### src/rtl/temp_valve_sequencer.sv
// rtl/temp_valve_sequencer.sv - water temperature valve sequencer (SETTLE/FILL/CLOSE)
// Optional level sensor input enabled by TEMP_NIVEL_SENSOR_EN.
module temp_valve_sequencer #(
    parameter int FILL_CYCLES   = 1000,
    parameter int SETTLE_CYCLES = 16,
    parameter int PWM_PERIOD    = 8,
    parameter int WARM_DUTY     = 4
) (
    input  logic       iClk,
    input  logic       iReset_Temperatura,
    input  logic [1:0] iEstado_Temp,
    input  logic       iReq,
    input  logic       iAbort,
`ifdef TEMP_NIVEL_SENSOR_EN
    input  logic       iNivel_Lleno,
`endif
    output logic       oAck,
    output logic       oBusy,
    output logic       oDone,
    output logic       oAbortado,
    output logic       oValvula_Caliente,
    output logic       oValvula_Fria,
    output logic [3:0] oLed_Estado
);

    localparam logic [15:0] FILL_LAST   = 16'(FILL_CYCLES - 1);
    localparam logic [7:0]  SETTLE_LAST = 8'(SETTLE_CYCLES - 1);
    localparam logic [7:0]  PWM_LAST    = 8'(PWM_PERIOD - 1);
    localparam logic [7:0]  DUTY        = 8'(WARM_DUTY);

    typedef enum logic [1:0] {IDLE, SETTLE, FILL, CLOSE} state_t;

    state_t      state, stateNext;
    logic        armed, armedNext;
    logic [1:0]  mode, modeNext;
    logic [7:0]  settleCnt, settleNext;
    logic [15:0] fillCnt, fillNext;
    logic [7:0]  pwmCnt, pwmNext;
    logic        ackNext, doneNext, abortNext, busyNext, hotNext, coldNext;
    logic [3:0]  ledNext;
    logic        nivelLleno;

`ifdef TEMP_NIVEL_SENSOR_EN
    logic [1:0] nivelSync;
    always_ff @(posedge iClk or negedge iReset_Temperatura) begin
        if (!iReset_Temperatura) nivelSync <= 2'b00;
        else                     nivelSync <= {nivelSync[0], iNivel_Lleno};
    end
    assign nivelLleno = nivelSync[1];
`else
    assign nivelLleno = 1'b0;
`endif

    always_ff @(posedge iClk or negedge iReset_Temperatura) begin
        if (!iReset_Temperatura) begin
            state             <= IDLE;
            armed             <= 1'b1;
            mode              <= 2'b00;
            settleCnt         <= 8'd0;
            fillCnt           <= 16'd0;
            pwmCnt            <= 8'd0;
            oAck              <= 1'b0;
            oBusy             <= 1'b0;
            oDone             <= 1'b0;
            oAbortado         <= 1'b0;
            oValvula_Caliente <= 1'b0;
            oValvula_Fria     <= 1'b0;
            oLed_Estado       <= 4'b0000;
        end else begin
            state             <= stateNext;
            armed             <= armedNext;
            mode              <= modeNext;
            settleCnt         <= settleNext;
            fillCnt           <= fillNext;
            pwmCnt            <= pwmNext;
            oAck              <= ackNext;
            oBusy             <= busyNext;
            oDone             <= doneNext;
            oAbortado         <= abortNext;
            oValvula_Caliente <= hotNext;
            oValvula_Fria     <= coldNext;
            oLed_Estado       <= ledNext;
        end
    end

    always_comb begin
        stateNext  = state;
        armedNext  = armed;
        modeNext   = mode;
        settleNext = settleCnt;
        fillNext   = fillCnt;
        pwmNext    = pwmCnt;
        ackNext    = 1'b0;
        doneNext   = 1'b0;
        abortNext  = 1'b0;
        hotNext    = 1'b0;
        coldNext   = 1'b0;

        case (state)
            IDLE: begin
                if (iReq && !iAbort && armed) begin
                    stateNext  = SETTLE;
                    armedNext  = 1'b0;
                    modeNext   = iEstado_Temp;
                    settleNext = 8'd0;
                    ackNext    = 1'b1;
                end
            end
            SETTLE: begin
                if (iAbort) begin
                    stateNext = CLOSE;
                    abortNext = 1'b1;
                end else if (nivelLleno) begin
                    stateNext = CLOSE;
                    doneNext  = 1'b1;
                end else if (settleCnt == SETTLE_LAST) begin
                    stateNext = FILL;
                    fillNext  = 16'd0;
                    pwmNext   = 8'd0;
                end else begin
                    settleNext = settleCnt + 8'd1;
                end
            end
            FILL: begin
                if (iAbort) begin
                    stateNext = CLOSE;
                    abortNext = 1'b1;
                end else if (nivelLleno || fillCnt == FILL_LAST) begin
                    stateNext = CLOSE;
                    doneNext  = 1'b1;
                end else begin
                    fillNext = fillCnt + 16'd1;
                    pwmNext  = (pwmCnt == PWM_LAST) ? 8'd0 : pwmCnt + 8'd1;
                end
            end
            default: begin
                stateNext  = IDLE;
                settleNext = 8'd0;
                fillNext   = 16'd0;
                pwmNext    = 8'd0;
            end
        endcase

        // Re-arm only once the requester has released iReq.
        if (!iReq) armedNext = 1'b1;

        busyNext = (stateNext != IDLE);
        ledNext  = busyNext ? (4'b0001 << modeNext) : 4'b0000;

        if (stateNext == FILL) begin
            case (modeNext)
                2'b00: begin hotNext = 1'b1; coldNext = 1'b1; end
                2'b01: hotNext  = 1'b1;
                2'b10: begin
                    hotNext  = (pwmNext < DUTY);
                    coldNext = !(pwmNext < DUTY);
                end
                default: coldNext = 1'b1;
            endcase
        end
    end

endmodule

### config.mk
export PLATFORM = sky130hd
export DESIGN_NAME = temp_valve_sequencer
export DESIGN_NICKNAME = d
export VERILOG_FILES = /design/src/rtl/temp_valve_sequencer.sv
export SDC_FILE = /design/constraint.sdc
export NUM_CORES = 1
export LEC_CHECK = 0
export BUFFER_PORTS_ARGS = -buffer_cell sky130_fd_sc_hd__buf_4
export CAP_MARGIN = 25
export CORE_MARGIN = 5
export CORE_UTILIZATION = 60
export DETAILED_ROUTE_END_ITERATION = 16
export GPL_ROUTABILITY_DRIVEN = 0
export PLACE_DENSITY = 0.87
export SLEW_MARGIN = 30
export SYNTH_ARGS = -nofsm -noshare
export SYNTH_HDL_FRONTEND = slang
export SYNTH_SLANG_ARGS = --single-unit
### constraint.sdc
create_clock -name iClk -period 2.9 [get_ports iClk]
set_input_delay 0.145 -clock iClk [delete_from_list [all_inputs] [get_ports iClk]]
set_output_delay 0.145 -clock iClk [all_outputs]
set_load 0.01 [all_outputs]
# Word-level counts from Yosys, hierarchy flattened
# Cells that the tools add are included.
# totals
register_bits,47
input_bits,6
wordCells,86
# op_classes
addsub,3
n_lt_le_gt_ge,1
n_eq_ne,16
shifts,1
muxes,38
n_bitwise,2
n_reduce_logical,12
# ops
operator,n
2-to-1 mux 16 bit,4
2-to-1 mux 8 bit,8
one-hot mux 16 bit (3 select lines),1
one-hot mux 8 bit (3 select lines),2
adder 16 x 1 -> 16 bit (second input constant),1
adder 8 x 1 -> 8 bit (second input constant),2
== test 16 x 10 -> 1 bit (second input constant),1
2-to-1 mux 2 bit,7
2-to-1 mux 1 bit,12
!= test 2 bit (second input constant),6
== test 8 x 3 -> 1 bit (second input constant),1
== test 8 x 4 -> 1 bit (second input constant),1
less-than comparator 8 x 3 -> 1 bit (second input constant),1
== test 2 bit (second input constant),3
one-hot mux 2 bit (3 select lines),1
AND reduction 5 bit,1
== test 2 x 1 -> 1 bit (second input constant),2
zero test 2 bit,2
2-to-1 mux 4 bit,1
!= test 2 x 1 -> 1 bit (second input constant),2
one-hot mux 1 bit (2 select lines),2
AND reduction 4 bit,1
OR reduction 2 bit,2
left shift 1 x 2 -> 4 bit (first input constant),1
other kinds (5),8

# Logic depth before layout (Yosys ltp)
# depth
ltp_word,9
depth_mapped,10

# Worst setup path after synthesis
# No wires, ideal clock.
# synth_path
kind,reg2reg
startpoint,register state[1]
endpoint,register fillCnt[14]
setup_ns,0.078
arrival_time_ns,2.402
required_ns,2.822
setup_slack_ns,0.420
path_stages_with_launch,10
period_less_slack_ns,2.480
path_cell_list,dfrtp_1 > inv_1 > ha_1 > clkbuf_1 > o21ai_0 > nand2b_1 > a211o_2 > or4_4 > or3_1 > a21oi_1
# synth_via
elab_chain_cells,3
# synth_lines
element,line,source
from (decl),33,"state_t state, stateNext;"
from (signal assigned),70,state <= stateNext;
== test 2 bit (tied with other cells),99,case (state)
!= test 2 bit (no line) or NOT 1 bit (tied branches),n/a,
AND reduction 5 bit (no line),n/a,
to (signal assigned),74,fillCnt <= fillNext;
to (decl),37,"logic [15:0] fillCnt, fillNext;"
# Parallel ways exist; a longest one is shown, timed or not.
# A chain may end at the register's enable or synchronous reset.

# Worst setup path after layout
# Same ends and word-level chain as after synthesis.

==> results.sh <==
export IMPL_status="finished clean"
export IMPL_synth_edff_count=0
export IMPL_finClkSkew_ns=0.007636
export IMPL_synth_area_per_cell_sq_um=9.280
export IMPL_totalWireLength_mm=5.580
export IMPL_n_antenna_cell=0
export IMPL_die_h_um=75.34
export IMPL_powerDensity_mw_per_mm2=723.6
export IMPL_dieArea_sq_mm=0.005675
export IMPL_overflow=0
export IMPL_drive_gt1_share_pct=13.67
export IMPL_crit_arrival_ns=2.93
export IMPL_period_share_pct=93.10
export IMPL_drv_slew=0
export IMPL_post_drt_wl_per_cell_um=15.94
export IMPL_cts_sinks=47
export IMPL_io_buffer_count=15
export IMPL_final_nets=313
export IMPL_p_leak_uw=0.001229
export IMPL_post_cts_buffers=0
export IMPL_async_flop_share_pct=100.0
export IMPL_slew_headroom_pct=51.75
export IMPL_place_hpwl_mm=3.966
export IMPL_drt_iter0_drc=211
export IMPL_route_detailed_drc=0
export IMPL_ant_nets=0
export IMPL_antenna_found_initial=0
export IMPL_synth_cell_types=49
export IMPL_synth_ff_type="dfrtp_1"
export IMPL_min_period_ns=2.700
export IMPL_layout_commonest_cell="dfrtp_1"
export IMPL_areaGrowthSynthToFinish_pct=11.28
export IMPL_finalHoldViolCount=0
export IMPL_rsz0062_at_grt="no"
export IMPL_maxCapViolCount=0
export IMPL_tns_ns=0
export IMPL_pin_count=16
export IMPL_chipWidth_um=75.34
export IMPL_start_kind="register"
export IMPL_fp_coreArea_sq_mm=0.004058
export IMPL_dr_total_vias=2184
export IMPL_grt_util_all_layers_pct=23.11
export IMPL_syn_cell_area_sq_mm=0.002561
export IMPL_grt_max_degree=48
export IMPL_grt_pass1_wl_mm=10.13
export IMPL_grt_pass1_vias=2156
export IMPL_fillCellCount=303
export IMPL_cts_root_buffer_cell="clkbuf_8"
export IMPL_end_kind="register"
export IMPL_cts_tree="done"
export IMPL_clk_path_buf_depth=2
export IMPL_synth_warning_count=0
export IMPL_crit_fanout=9
export IMPL_synthCells=276
export IMPL_setup_violations=0
export IMPL_start_util_pct=63.12
export IMPL_required_ns=3.13
export IMPL_ir_worst_vdd_uv=566.2
export IMPL_ys_seq_elements=47
export IMPL_synth_nets=290
export IMPL_row_count=23
export IMPL_layout_common_cells="dfrtp_1, nor2_1, nand2_1"
export IMPL_critPathKind="reg2reg"
export IMPL_firstDrtPassIters=5
export IMPL_cts_max_level=2
export IMPL_numCtsBuffers=5
export IMPL_synth_yosys_seq_area_share_pct=45.97
export IMPL_clk_latency_ns=0.30
export IMPL_hold_path_class="in2reg"
export IMPL_viasPerCell=6.240
export IMPL_postLayoutCoreUtil_pct=70.24
export IMPL_cts_clk_slew_worst_paths_ns=0.09
export IMPL_finalPower_uw=2062
export IMPL_max_freq_ghz=0.3704
export IMPL_tightest_slew_ns=0.7194
final timing paths:
check                              startpoint     endpoint  slack [ns]  depth (start not counted)
setup / recovery                     state[1]  fillCnt[14]        0.20                          8
hold / removal                iEstado_Temp[0]      mode[0]        0.14                          2
setup reg to reg                     state[1]  fillCnt[14]        0.20                          8
hold reg to reg                         armed        armed        0.48                          2
max in group asynchronous  iReset_Temperatura    pwmCnt[3]        2.13                          2
min in group asynchronous  iReset_Temperatura      mode[0]        0.37                          2
kinds of logic (layout without fill, tap and decap cells):
family | Yosys count | after routing | synth area share [%]
simple gates | 121 | 121 | 25.31
buf+inv | 29 | 53 | 4.641
mux | 2 | 2 | 0.8793
xor+xnor | 15 | 15 | 5.130
fa+ha+maj | 8 | 8 | 3.908
flops | 47 | 47 | 45.97
compound gates | 54 | 54 | 14.17
where the power goes:
group / switching (uW) / leakage, uW / internal [uW]
registers: 68.1 / 0.000637 / 763
logic: 536 / 0.000551 / 302
clock network: 224 / 0.0000412 / 169
total: 828 / 0.00123 / 1230
area by class of cell:
class	count	area, sq um	area share, %
inverter	22	82.58	2.897
clock buffer	6	72.57	2.546
clock inverter	2	12.51	0.4390
timing repair buffer	23	177.7	6.234
tap	50	62.56	2.195
sequential	47	1177	41.31
multi-input combinational	200	1265	44.38
critical path: stages (launching register included):
cell and delay (ns):
dfrtp_1 0.45, inv_1 0.09, ha_1 0.29, o21ai_0 0.27, nand2b_1 0.18, a211o_2 0.30, or4_4 0.52, or3_1 0.37
a21oi_1 0.15
registers in the layout, summed over array words and instances (netlist names):
| register | count |
|---|---|
| fillCnt | 16 |
| oAck | 1 |
| mode | 2 |
| oValvula_Fria | 1 |
| oDone | 1 |
| armed | 1 |
| settleCnt | 8 |
| oValvula_Caliente | 1 |
| oBusy | 1 |
| oLed_Estado | 4 |
| pwmCnt | 8 |
| oAbortado | 1 |
| state | 2 |
synth_stat cells, types with 3 or more instances:
| cell type | n | share of area (%) |
|---|---|---|
| nor4_1 | 8 | 2.0 |
| nand4_1 | 4 | 0.98 |
| xnor2_1 | 12 | 4.1 |
| nor3_1 | 11 | 2.1 |
| and3_1 | 4 | 0.98 |
| nand3_1 | 10 | 2.0 |
| nor2_1 | 30 | 4.4 |
| a21oi_1 | 10 | 2.0 |
| inv_1 | 22 | 3.2 |
| nand2b_1 | 6 | 1.5 |
| o211ai_1 | 5 | 1.5 |
| clkbuf_1 | 4 | 0.59 |
| dfrtp_1 | 46 | 45 |
| or3_1 | 5 | 1.2 |
| a211oi_1 | 3 | 0.88 |
| o21ai_0 | 15 | 2.9 |
| ha_1 | 8 | 3.9 |
| a22o_1 | 3 | 1.0 |
| xor2_1 | 3 | 1.0 |
| or4_2 | 3 | 1.0 |
| nand2_1 | 23 | 3.4 |
| or4_1 | 4 | 1.2 |
layer usage:
layer	routed length, um	vias up	GRT usage, %
met5	0	-	0
met4	108	0	7.767
met3	315	13	4.485
met2	2685	77	37.01
met1	2471	1057	31.73
li1	-	1037	-
through the flow:
stage	hold WS [ns]	worst slack [ns]	cells	cell area, sq um
final	0.1385	0.2001	350	2850
after global routing	0.1435	0.06252	350	2850
after CTS	0.1420	0.2464	350	2850
after detailed placement	0.1888	0.2697	340	2745
after global placement	0.1803	0.3336	340	2745
after floorplan	-0.1506	0.4200	276	2561
what timing repair did:
action,4_1_cts,5_1_grt
resized for setup,0,0
setup endpoints to repair,0,0
hold buffers,2,0
endpoints found under the hold margin,47,0
No activity file was read; power rests on OpenSTA's default activity.
